## config.mk

```make
export PLATFORM = sky130hd
export DESIGN_NAME = mips_multicycle_ctrl
export DESIGN_NICKNAME = d
export VERILOG_FILES = /design/src/rtl/mips_multicycle_ctrl.sv
export SDC_FILE = /design/constraint.sdc
export NUM_CORES = 1
export LEC_CHECK = 0
export CORE_MARGIN = 4
export CORE_UTILIZATION = 51
export CTS_CLUSTER_SIZE = 12
export DETAILED_ROUTE_END_ITERATION = 8
export HOLD_SLACK_MARGIN = 0.06
export PLACE_DENSITY = 0.91
export SLEW_MARGIN = 0
export SYNTH_ARGS = -nofsm -noshare
export SYNTH_HDL_FRONTEND = slang
export SYNTH_SLANG_ARGS = --single-unit
```

## constraint.sdc

```tcl
create_clock -name clk -period 2.92 [get_ports clk]
set_input_delay 0.584 -clock clk [delete_from_list [all_inputs] [get_ports clk]]
set_output_delay 0.584 -clock clk [all_outputs]
set_load 0.02 [all_outputs]
```

## src/rtl/mips_multicycle_ctrl.sv

```systemverilog
// Multi-cycle MIPS32 control FSM: sequences fetch/decode/exec/mem/writeback over a shared
// memory port, decodes op/func from the IR, and traps on illegal opcodes or bus timeouts.
module mips_multicycle_ctrl #(
   parameter int unsigned TIMEOUT_CYC = 255
) (
   input  logic       clk,
   input  logic       rst_n,
   input  logic [5:0] op,
   input  logic [5:0] func,
   input  logic       alu_zero,
   input  logic       mem_ready,
   output logic       mem_req,
   output logic       mem_we,
   output logic       iord,
   output logic       ir_we,
   output logic       pc_we,
   output logic [1:0] pc_sel,
   output logic [3:0] alu_op,
   output logic [1:0] alu_b_sel,
   output logic       reg_we,
   output logic [1:0] dst_sel,
   output logic [1:0] wb_sel,
   output logic       inst_done,
   output logic       illegal,
   output logic       bus_err,
   output logic [2:0] state
);

   localparam logic [7:0] TIMER_LIM = 8'(TIMEOUT_CYC);

   localparam logic [3:0] ALU_ADD = 4'd0;
   localparam logic [3:0] ALU_SUB = 4'd1;
   localparam logic [3:0] ALU_AND = 4'd2;
   localparam logic [3:0] ALU_OR  = 4'd3;
   localparam logic [3:0] ALU_SLT = 4'd4;
   localparam logic [3:0] ALU_SLL = 4'd5;
   localparam logic [3:0] ALU_LUI = 4'd6;

   typedef enum logic [2:0] {
      S_FETCH  = 3'd0,
      S_DECODE = 3'd1,
      S_EXEC   = 3'd2,
      S_MEM    = 3'd3,
      S_WB     = 3'd4,
      S_TRAP   = 3'd7
   } state_t;

   state_t     cur, nxt;
   logic [7:0] timer_q;
   logic       illegal_q, bus_err_q;
   logic       illegal_set, bus_err_set;
   logic       timer_hit, br_take;

   logic r_type, f_add, f_sub, f_and, f_or, f_slt, f_sll, f_jr, r_alu;
   logic i_addi, i_andi, i_ori, i_lui, i_lw, i_sw, i_beq, i_bne, i_j, i_jal, legal;

   assign r_type = (op == 6'h00);
   assign f_add  = r_type && (func == 6'h20);
   assign f_sub  = r_type && (func == 6'h22);
   assign f_and  = r_type && (func == 6'h24);
   assign f_or   = r_type && (func == 6'h25);
   assign f_slt  = r_type && (func == 6'h2A);
   assign f_sll  = r_type && (func == 6'h00);
   assign f_jr   = r_type && (func == 6'h08);
   assign r_alu  = f_add | f_sub | f_and | f_or | f_slt | f_sll;

   assign i_addi = (op == 6'h08);
   assign i_andi = (op == 6'h0C);
   assign i_ori  = (op == 6'h0D);
   assign i_lui  = (op == 6'h0F);
   assign i_lw   = (op == 6'h23);
   assign i_sw   = (op == 6'h2B);
   assign i_beq  = (op == 6'h04);
   assign i_bne  = (op == 6'h05);
   assign i_j    = (op == 6'h02);
   assign i_jal  = (op == 6'h03);

   assign legal  = r_alu | f_jr | i_addi | i_andi | i_ori | i_lui | i_lw | i_sw |
                   i_beq | i_bne | i_j | i_jal;

   // A pending request times out on the cycle the wait count would reach the limit.
   assign timer_hit = ((timer_q + 8'd1) == TIMER_LIM);
   assign br_take   = (i_beq & alu_zero) | (i_bne & ~alu_zero);

   always_ff @(posedge clk) begin
      if (!rst_n) begin
         cur       <= S_FETCH;
         timer_q   <= '0;
         illegal_q <= 1'b0;
         bus_err_q <= 1'b0;
      end else begin
         cur       <= nxt;
         illegal_q <= illegal_q | illegal_set;
         bus_err_q <= bus_err_q | bus_err_set;
         // Leaving FETCH/MEM needs mem_ready, so clearing on any non-waiting cycle
         // is the same as clearing on entry to those states.
         if (mem_req && !mem_ready) timer_q <= timer_q + 8'd1;
         else                       timer_q <= '0;
      end
   end

   always_comb begin
      nxt         = cur;
      illegal_set = 1'b0;
      bus_err_set = 1'b0;
      mem_req     = 1'b0;
      mem_we      = 1'b0;
      iord        = 1'b0;
      ir_we       = 1'b0;
      pc_we       = 1'b0;
      pc_sel      = 2'd0;
      alu_op      = ALU_ADD;
      alu_b_sel   = 2'd0;
      reg_we      = 1'b0;
      dst_sel     = 2'd0;
      wb_sel      = 2'd0;
      inst_done   = 1'b0;

      case (cur)
         S_FETCH: begin
            mem_req = 1'b1;
            if (mem_ready) begin
               ir_we = 1'b1;
               pc_we = 1'b1;
               nxt   = S_DECODE;
            end else if (timer_hit) begin
               bus_err_set = 1'b1;
               nxt         = S_TRAP;
            end
         end
         S_DECODE: begin
            if (legal) nxt = S_EXEC;
            else begin
               illegal_set = 1'b1;
               nxt         = S_TRAP;
            end
         end
         S_EXEC: begin
            if (r_alu) begin
               if (f_sub)      alu_op = ALU_SUB;
               else if (f_and) alu_op = ALU_AND;
               else if (f_or)  alu_op = ALU_OR;
               else if (f_slt) alu_op = ALU_SLT;
               else if (f_sll) alu_op = ALU_SLL;
               nxt = S_WB;
            end else if (f_jr) begin
               pc_we     = 1'b1;
               pc_sel    = 2'd3;
               inst_done = 1'b1;
               nxt       = S_FETCH;
            end else if (i_addi | i_lw | i_sw) begin
               alu_b_sel = 2'd1;
               nxt       = (i_lw | i_sw) ? S_MEM : S_WB;
            end else if (i_andi | i_ori | i_lui) begin
               alu_op    = i_andi ? ALU_AND : (i_ori ? ALU_OR : ALU_LUI);
               alu_b_sel = 2'd2;
               nxt       = S_WB;
            end else if (i_beq | i_bne) begin
               alu_op    = ALU_SUB;
               pc_we     = br_take;
               pc_sel    = br_take ? 2'd1 : 2'd0;
               inst_done = 1'b1;
               nxt       = S_FETCH;
            end else if (i_j | i_jal) begin
               pc_we     = 1'b1;
               pc_sel    = 2'd2;
               inst_done = i_j;
               nxt       = i_j ? S_FETCH : S_WB;
            end else begin
               illegal_set = 1'b1;
               nxt         = S_TRAP;
            end
         end
         S_MEM: begin
            mem_req = 1'b1;
            iord    = 1'b1;
            mem_we  = i_sw;
            if (mem_ready) begin
               inst_done = i_sw;
               nxt       = i_sw ? S_FETCH : S_WB;
            end else if (timer_hit) begin
               bus_err_set = 1'b1;
               nxt         = S_TRAP;
            end
         end
         S_WB: begin
            reg_we    = 1'b1;
            dst_sel   = i_jal ? 2'd2 : (r_type ? 2'd1 : 2'd0);
            wb_sel    = i_jal ? 2'd2 : (i_lw ? 2'd1 : 2'd0);
            inst_done = 1'b1;
            nxt       = S_FETCH;
         end
         S_TRAP: nxt = S_TRAP;
         default: nxt = S_FETCH;
      endcase

      if (!rst_n) begin
         mem_req   = 1'b0;
         mem_we    = 1'b0;
         iord      = 1'b0;
         ir_we     = 1'b0;
         pc_we     = 1'b0;
         pc_sel    = 2'd0;
         alu_op    = ALU_ADD;
         alu_b_sel = 2'd0;
         reg_we    = 1'b0;
         dst_sel   = 2'd0;
         wb_sel    = 2'd0;
         inst_done = 1'b0;
      end
   end

   assign illegal = rst_n & illegal_q;
   assign bus_err = rst_n & bus_err_q;
   assign state   = rst_n ? 3'(cur) : 3'd0;

endmodule

```

==> Yosys cells after proc, flatten, opt, wreduce, memory -nomap -nowiden <==
Cells that the tools add are included.
{ "totals": {"word_cells": 163, "register_bits": 13, "out_inout_bits": 24} }
{ "op_classes": {"add_sub_neg": 1, "n_mux": 91, "n_bitwise": 31, "n_reduce_logical": 14, "n_eq_ne": 22} }
{ "op_table": {"columns": ["op", "count"], "rows": [
  ["$mux 3", 24],
  ["$eq 6x6->1 const B", 7],
  ["$mux 1", 40],
  ["$mux 2", 20],
  ["$eq 6x4->1 const B", 5],
  ["$or 1x1->1", 26],
  ["$pmux 3 s5", 1],
  ["$eq 6x2->1 const B", 2],
  ["$eq 6x3->1 const B", 2],
  ["$logic_not 6->1", 2],
  ["$mux 4", 3],
  ["$add 8x1->8 const B", 1],
  ["$eq 8x8->1 const B", 1],
  ["$logic_and 1x1->1", 8],
  ["$eq 3x2->1 const B", 2],
  ["$eq 3x3->1 const B", 2],
  ["$and 1x1->1", 4],
  ["$pmux 1 s2", 2],
  ["$eq 3x1->1 const B", 1],
  ["$logic_not 3->1", 1],
  ["$pmux 1 s3", 1],
  ["$reduce_and 2->1", 1],
  ["$reduce_or 2->1", 1],
  ["$logic_not 1->1", 1],
  ["$not 1->1", 1]
]} }

==> Logic depth before layout (Yosys ltp) <==
{ "depth": {"depth_word": 21, "depth_mapped": 7} }

==> Least setup slack after synthesis <==
Ideal clock, no wire load.
{ "synth_timing": {"path_type": "in2out", "startpoint": "input port op[3]", "endpoint": "output port alu_op[0]", "path_stages": 6, "slack_ns": 0.319, "t_arrival_ns": 2.017, "path_cell_list": "buf_2 -> nor4_1 -> nand2_1 -> nor2_1 -> o21ai_0 -> o32ai_1"} }
{ "synth_via": {"elab_chain_len": 10, "word_cells_on_any_way": 40} }
{ "synth_lines": {"columns": ["element", "line", "source"], "rows": [
  ["from (decl)", "8", "input logic [5:0] op,"],
  ["$logic_not 6->1", "57", "assign r_type = (op == 6'h00);"],
  ["$logic_and 1x1->1, on equally long branches", "63, 58, 59", null],
  ["$mux 3 / $or 1x1->1 (equally long branches)", "144, 65", null],
  ["$mux 3 / $or 1x1->1 (equally long branches)", "143, 65", null],
  ["$mux 3 / $or 1x1->1 (equally long branches)", "142, 65", null],
  ["$mux 3 / $or 1x1->1 (equally long branches)", "141, 65", null],
  ["$mux 3 / $or 1x1->1 (equally long branches)", "140, 65", null],
  ["$mux 4 (*)", "139", "if (r_alu) begin"],
  ["$mux 4 (*)", "119", "case (cur)"],
  ["$mux 4 (*)", "197", "if (!rst_n) begin"],
  ["to (decl)", "18", "output logic [3:0] alu_op,"]
]} }
Mark *: on every way between the ends. The rest lies on a longest branch, timed or not.

==> Final worst setup path <==
{ "layout_timing": {"startpoint": "input port func[4]", "endpoint": "output port inst_done"} }
{ "layout_via": {"elab_chain_len": 10, "word_cells_on_any_way": 23} }
{ "layout_lines": {"columns": ["element", "line", "source"], "rows": [
  ["from (decl)", "9", "input logic [5:0] func,"],
  ["$eq 6x6->1, on equally long branches", "58, 59", null],
  ["$logic_and 1x1->1, on equally long branches", "58, 59", null],
  ["$or 1x1->1 (5 in a row)", "65", "assign r_alu = f_add | f_sub | f_and | f_or | f_slt | f_sll;"],
  ["$mux 1 (*)", "139", null],
  ["$pmux 1 s3 (*)", "119", null],
  ["$mux 1 (*)", "197", null],
  ["to (decl)", "23", "output logic inst_done,"]
]} }
Marks and branches as above.

==> run_summary.xml <==
<?xml version="1.0" encoding="UTF-8"?>
<metrics>
  <group name="critical_path">
    <metric name="crit_arrival" unit="ns">2.32</metric>
    <metric name="critical_path.cell_chain" unit="">clkdlybuf4s50_1, nor3_1, nand2_1, buf_4, o21ai_1, buf_4, o21ai_0, clkbuf_2</metric>
    <metric name="timing.critical_path.from_type" unit="">input pin</metric>
    <metric name="worst_path_max_delay_cell" unit="">clkdlybuf4s50_1</metric>
    <metric name="worst_path_dominant_cell_family" unit="">buffers and inverters</metric>
    <metric name="critPathCaptureType" unit="">output port</metric>
    <metric name="r2r.worst_path.cells" unit="">6</metric>
    <metric name="path_common_cell" unit="">buf_4</metric>
    <metric name="timing.critical_path.slowest_cell_delay" unit="ns">0.46</metric>
    <metric name="timing.rr.end" unit="">cur[2]</metric>
    <metric name="worstReg2RegStart" unit="">timer_q[0]</metric>
    <metric name="cp_num_buf_inv" unit="">4</metric>
    <metric name="timing.critical_path.required" unit="ns">2.34</metric>
    <metric name="r2r_slack" unit="ns">1.17</metric>
    <metric name="worstPathMaxFanout" unit="">4</metric>
    <metric name="setup.worst_path.class" unit="">input pin to output port</metric>
  </group>
  <group name="layout">
    <metric name="syn2layout_area_growth" unit="%">52.2</metric>
    <metric name="postLayoutCellArea" unit="mm2">0.00207</metric>
    <metric name="final_cell_mix" unit="">buf_4 (44), nor2_1 (26), nand2_1 (20), clkdlybuf4s50_1 (14), dfxtp_1 (13)</metric>
    <metric name="layout_commonest_cell" unit="">buf_4</metric>
    <metric name="finish.net_count" unit="">288</metric>
    <metric name="post_route_cells_drive_above_1_share" unit="">0.253</metric>
    <metric name="diodes" unit="">0</metric>
    <metric name="fill_cells" unit="">158</metric>
  </group>
  <group name="drt">
    <metric name="antenna_left" unit="">0</metric>
    <metric name="route.detailed.drc" unit="">0</metric>
    <metric name="drt-vias-per-instance" unit="">6.18</metric>
    <metric name="wire_per_inst" unit="um">15.7</metric>
    <metric name="routed-via-count" unit="">1849</metric>
    <metric name="drt-total-wl" unit="um">4700</metric>
    <metric name="drt_first_iter_violations" unit="">158</metric>
    <metric name="dr.pass1.iters" unit="">5</metric>
  </group>
  <group name="yosys">
    <metric name="synth_flop_cell" unit="">dfxtp_1</metric>
    <metric name="synth_cells" unit="">194</metric>
    <metric name="synth-edff-count" unit="">0</metric>
    <metric name="yosys_warnings" unit="">0</metric>
    <metric name="synth_sequential_area_ratio" unit="">0.192</metric>
    <metric name="post_synth_num_cell_types" unit="">53</metric>
    <metric name="synth-seq-cells" unit="">13</metric>
    <metric name="cell_area_after_synthesis" unit="mm2">0.00136</metric>
    <metric name="synth_async_sr_flop_share" unit="">0</metric>
    <metric name="mappedNetlistNets" unit="">212</metric>
    <metric name="synthesis.area_per_instance" unit="um2">7.00</metric>
  </group>
  <group name="grt">
    <metric name="globalRoute.totalOverflow" unit="">0</metric>
    <metric name="grt_pass1_vias" unit="">1771</metric>
    <metric name="largest_net_degree_at_the_start_of_global_routing" unit="">14</metric>
    <metric name="antenna_found_initial" unit="">0</metric>
    <metric name="grt_pass1_wl" unit="um">7720</metric>
    <metric name="groute.usage.overall" unit="">0.275</metric>
  </group>
  <group name="outcome">
    <metric name="run_status" unit="">completed</metric>
  </group>
  <group name="pwr">
    <metric name="p_per_area" unit="mW/mm2">437</metric>
    <metric name="p_leak" unit="nW">0.922</metric>
    <metric name="vdd_ir_drop_max" unit="V">0.000515</metric>
  </group>
  <group name="timing">
    <metric name="worst_slew_pin_slew" unit="ns">0.521</metric>
    <metric name="timing.final.max_slew_violations" unit="">0</metric>
    <metric name="timing.final.hold_violations" unit="">0</metric>
    <metric name="post-route-period-util" unit="">0.995</metric>
    <metric name="timing.final.crit_period" unit="ns">2.91</metric>
    <metric name="relSlewSlack" unit="">0.652</metric>
    <metric name="max_clock_skew" unit="ns">0.00481</metric>
    <metric name="setup_viol" unit="">0</metric>
    <metric name="fmax" unit="MHz">344</metric>
    <metric name="fin_setup_tns" unit="ns">0</metric>
  </group>
  <group name="hold_path">
    <metric name="min_delay_worst_endpoint" unit="">timer_q[0]</metric>
    <metric name="worst_hold_path.num_cells" unit="">1</metric>
    <metric name="worstHoldStart" unit="">timer_q[0]</metric>
    <metric name="timing.hold.worst.class" unit="">flop to flop</metric>
  </group>
  <group name="cts">
    <metric name="cts-buffers-inserted" unit="">3</metric>
    <metric name="clkTransAtPathRegs" unit="ns">0.08</metric>
    <metric name="clk_latency" unit="ns">0.28</metric>
    <metric name="cts_htree_levels" unit="">1</metric>
    <metric name="cts_max_path_buffers" unit="">2</metric>
    <metric name="cts.sinks" unit="">13</metric>
    <metric name="cts_root_buffer" unit="">clkbuf_4</metric>
    <metric name="cts_tree" unit="">done</metric>
  </group>
  <group name="floorplan">
    <metric name="core.rowCount" unit="">18</metric>
    <metric name="initial_utilization" unit="">0.544</metric>
    <metric name="count_of_boundary_i_o_pins" unit="">40</metric>
    <metric name="die_height" unit="um">59.6</metric>
    <metric name="dieWidth" unit="um">59.6</metric>
    <metric name="design.die.area" unit="mm2">0.00355</metric>
    <metric name="coreArea" unit="mm2">0.00250</metric>
  </group>
  <group name="run">
    <metric name="maxCapViolations" unit="">0</metric>
  </group>
  <group name="place">
    <metric name="numPortBuffers" unit="">38</metric>
    <metric name="place_congestion" unit="">0.989</metric>
    <metric name="postPlaceCellArea" unit="mm2">0.00201</metric>
    <metric name="hpwlAfterDp" unit="um">3510</metric>
  </group>
</metrics>
-- sequential cells by signal, summed over array words and instances (netlist names) --
name	flops
bus_err_q	1
timer_q	8
cur	3
illegal_q	1
-- cells by family (layout without fill, tap and decap cells) --
| family | Yosys count | in the layout | synth area share |
|---|---|---|---|
| flip-flops | 13 | 13 | 0.192 |
| adder cells (fa/ha/maj) | 2 | 2 | 0.0184 |
| AND/OR/NAND/NOR | 106 | 106 | 0.419 |
| buffers and inverters | 17 | 92 | 0.0709 |
| other | 1 | 1 | 0.00276 |
| AO/OA/AOI/OAI | 48 | 48 | 0.252 |
| XOR/XNOR | 7 | 7 | 0.0451 |
-- layout make-up --
class	instances	area [um2]	share of cell area
tap	30	37.5	0.0181
multi-input combinational	164	1050	0.506
sequential	13	260	0.126
inverter	6	22.5	0.0109
timing repair buffer	82	674	0.326
clock buffer	4	26.3	0.0127
-- cells in the mapped netlist (3+ instances only) --
master	n	area share
a21oi_1	11	0.041
and2_1	7	0.032
and3_1	3	0.014
buf_4	4	0.022
clkbuf_1	3	0.0083
dfxtp_1	13	0.19
inv_1	6	0.017
nand2_1	20	0.055
nand2b_1	3	0.014
nand3_1	10	0.037
nand3b_1	3	0.017
nand4_1	3	0.014
nand4b_1	3	0.019
nor2_1	26	0.072
nor2b_1	3	0.014
nor3_1	7	0.026
nor3b_1	3	0.017
o21ai_0	11	0.041
or3_1	4	0.018
xor2_1	6	0.039
-- per-layer routing --
metal	global-route usage	routed length, um	vias to the layer above
li1	-	-	859
met1	0.371	2050	867
met2	0.429	2150	101
met3	0.0588	361	22
met4	0.0981	133	0
met5	0	0	-
-- where the power goes --
part | switching (mW) | internal (mW) | total (mW) | leakage (nW)
Sequential | 0.0459 | 0.209 | 0.255 | 0.106
Combinational | 0.285 | 0.254 | 0.539 | 0.801
Clock | 0.0575 | 0.0531 | 0.111 | 0.0150
Total | 0.388 | 0.516 | 0.905 | 0.922
-- through the flow --
stage	cells	worst slack, ns	util	power, mW	hold slack [ns]
CTS	297	-0.0519	0.816	0.897	0.512
detailed placement	292	-0.545	0.804	0.788	0.495
finish	299	0.0132	0.827	0.905	0.515
floorplan	194	0.319	-	0.540	0.453
global placement	292	-0.490	0.804	0.763	0.474
global route	299	-0.0208	0.827	0.974	0.592
-- what timing repair did --
item | CTS | global route
hold buffers | 0 | 0
endpoints found under the hold margin | 0 | 0
resized for setup | 52 | 13
buffers inserted | 1 | 2
setup endpoints to repair | 14 | 10
cloned | 0 | 0
pin swaps | 1 | 3
-- worst max-delay path by stage --
stage | to | cells after the start | slack, ns | startpoint
after detailed placement | alu_op[0] | 5 | -0.55 | func[5]
after floorplan | alu_op[0] | 6 | 0.32 | op[3]
after global placement | alu_op[0] | 5 | -0.49 | func[5]
final | inst_done | 8 | 0.01 | func[4]
after global routing | inst_done | 8 | -0.02 | func[4]
after CTS | inst_done | 6 | -0.05 | op[4]
(Power assumes the default switching activity.)
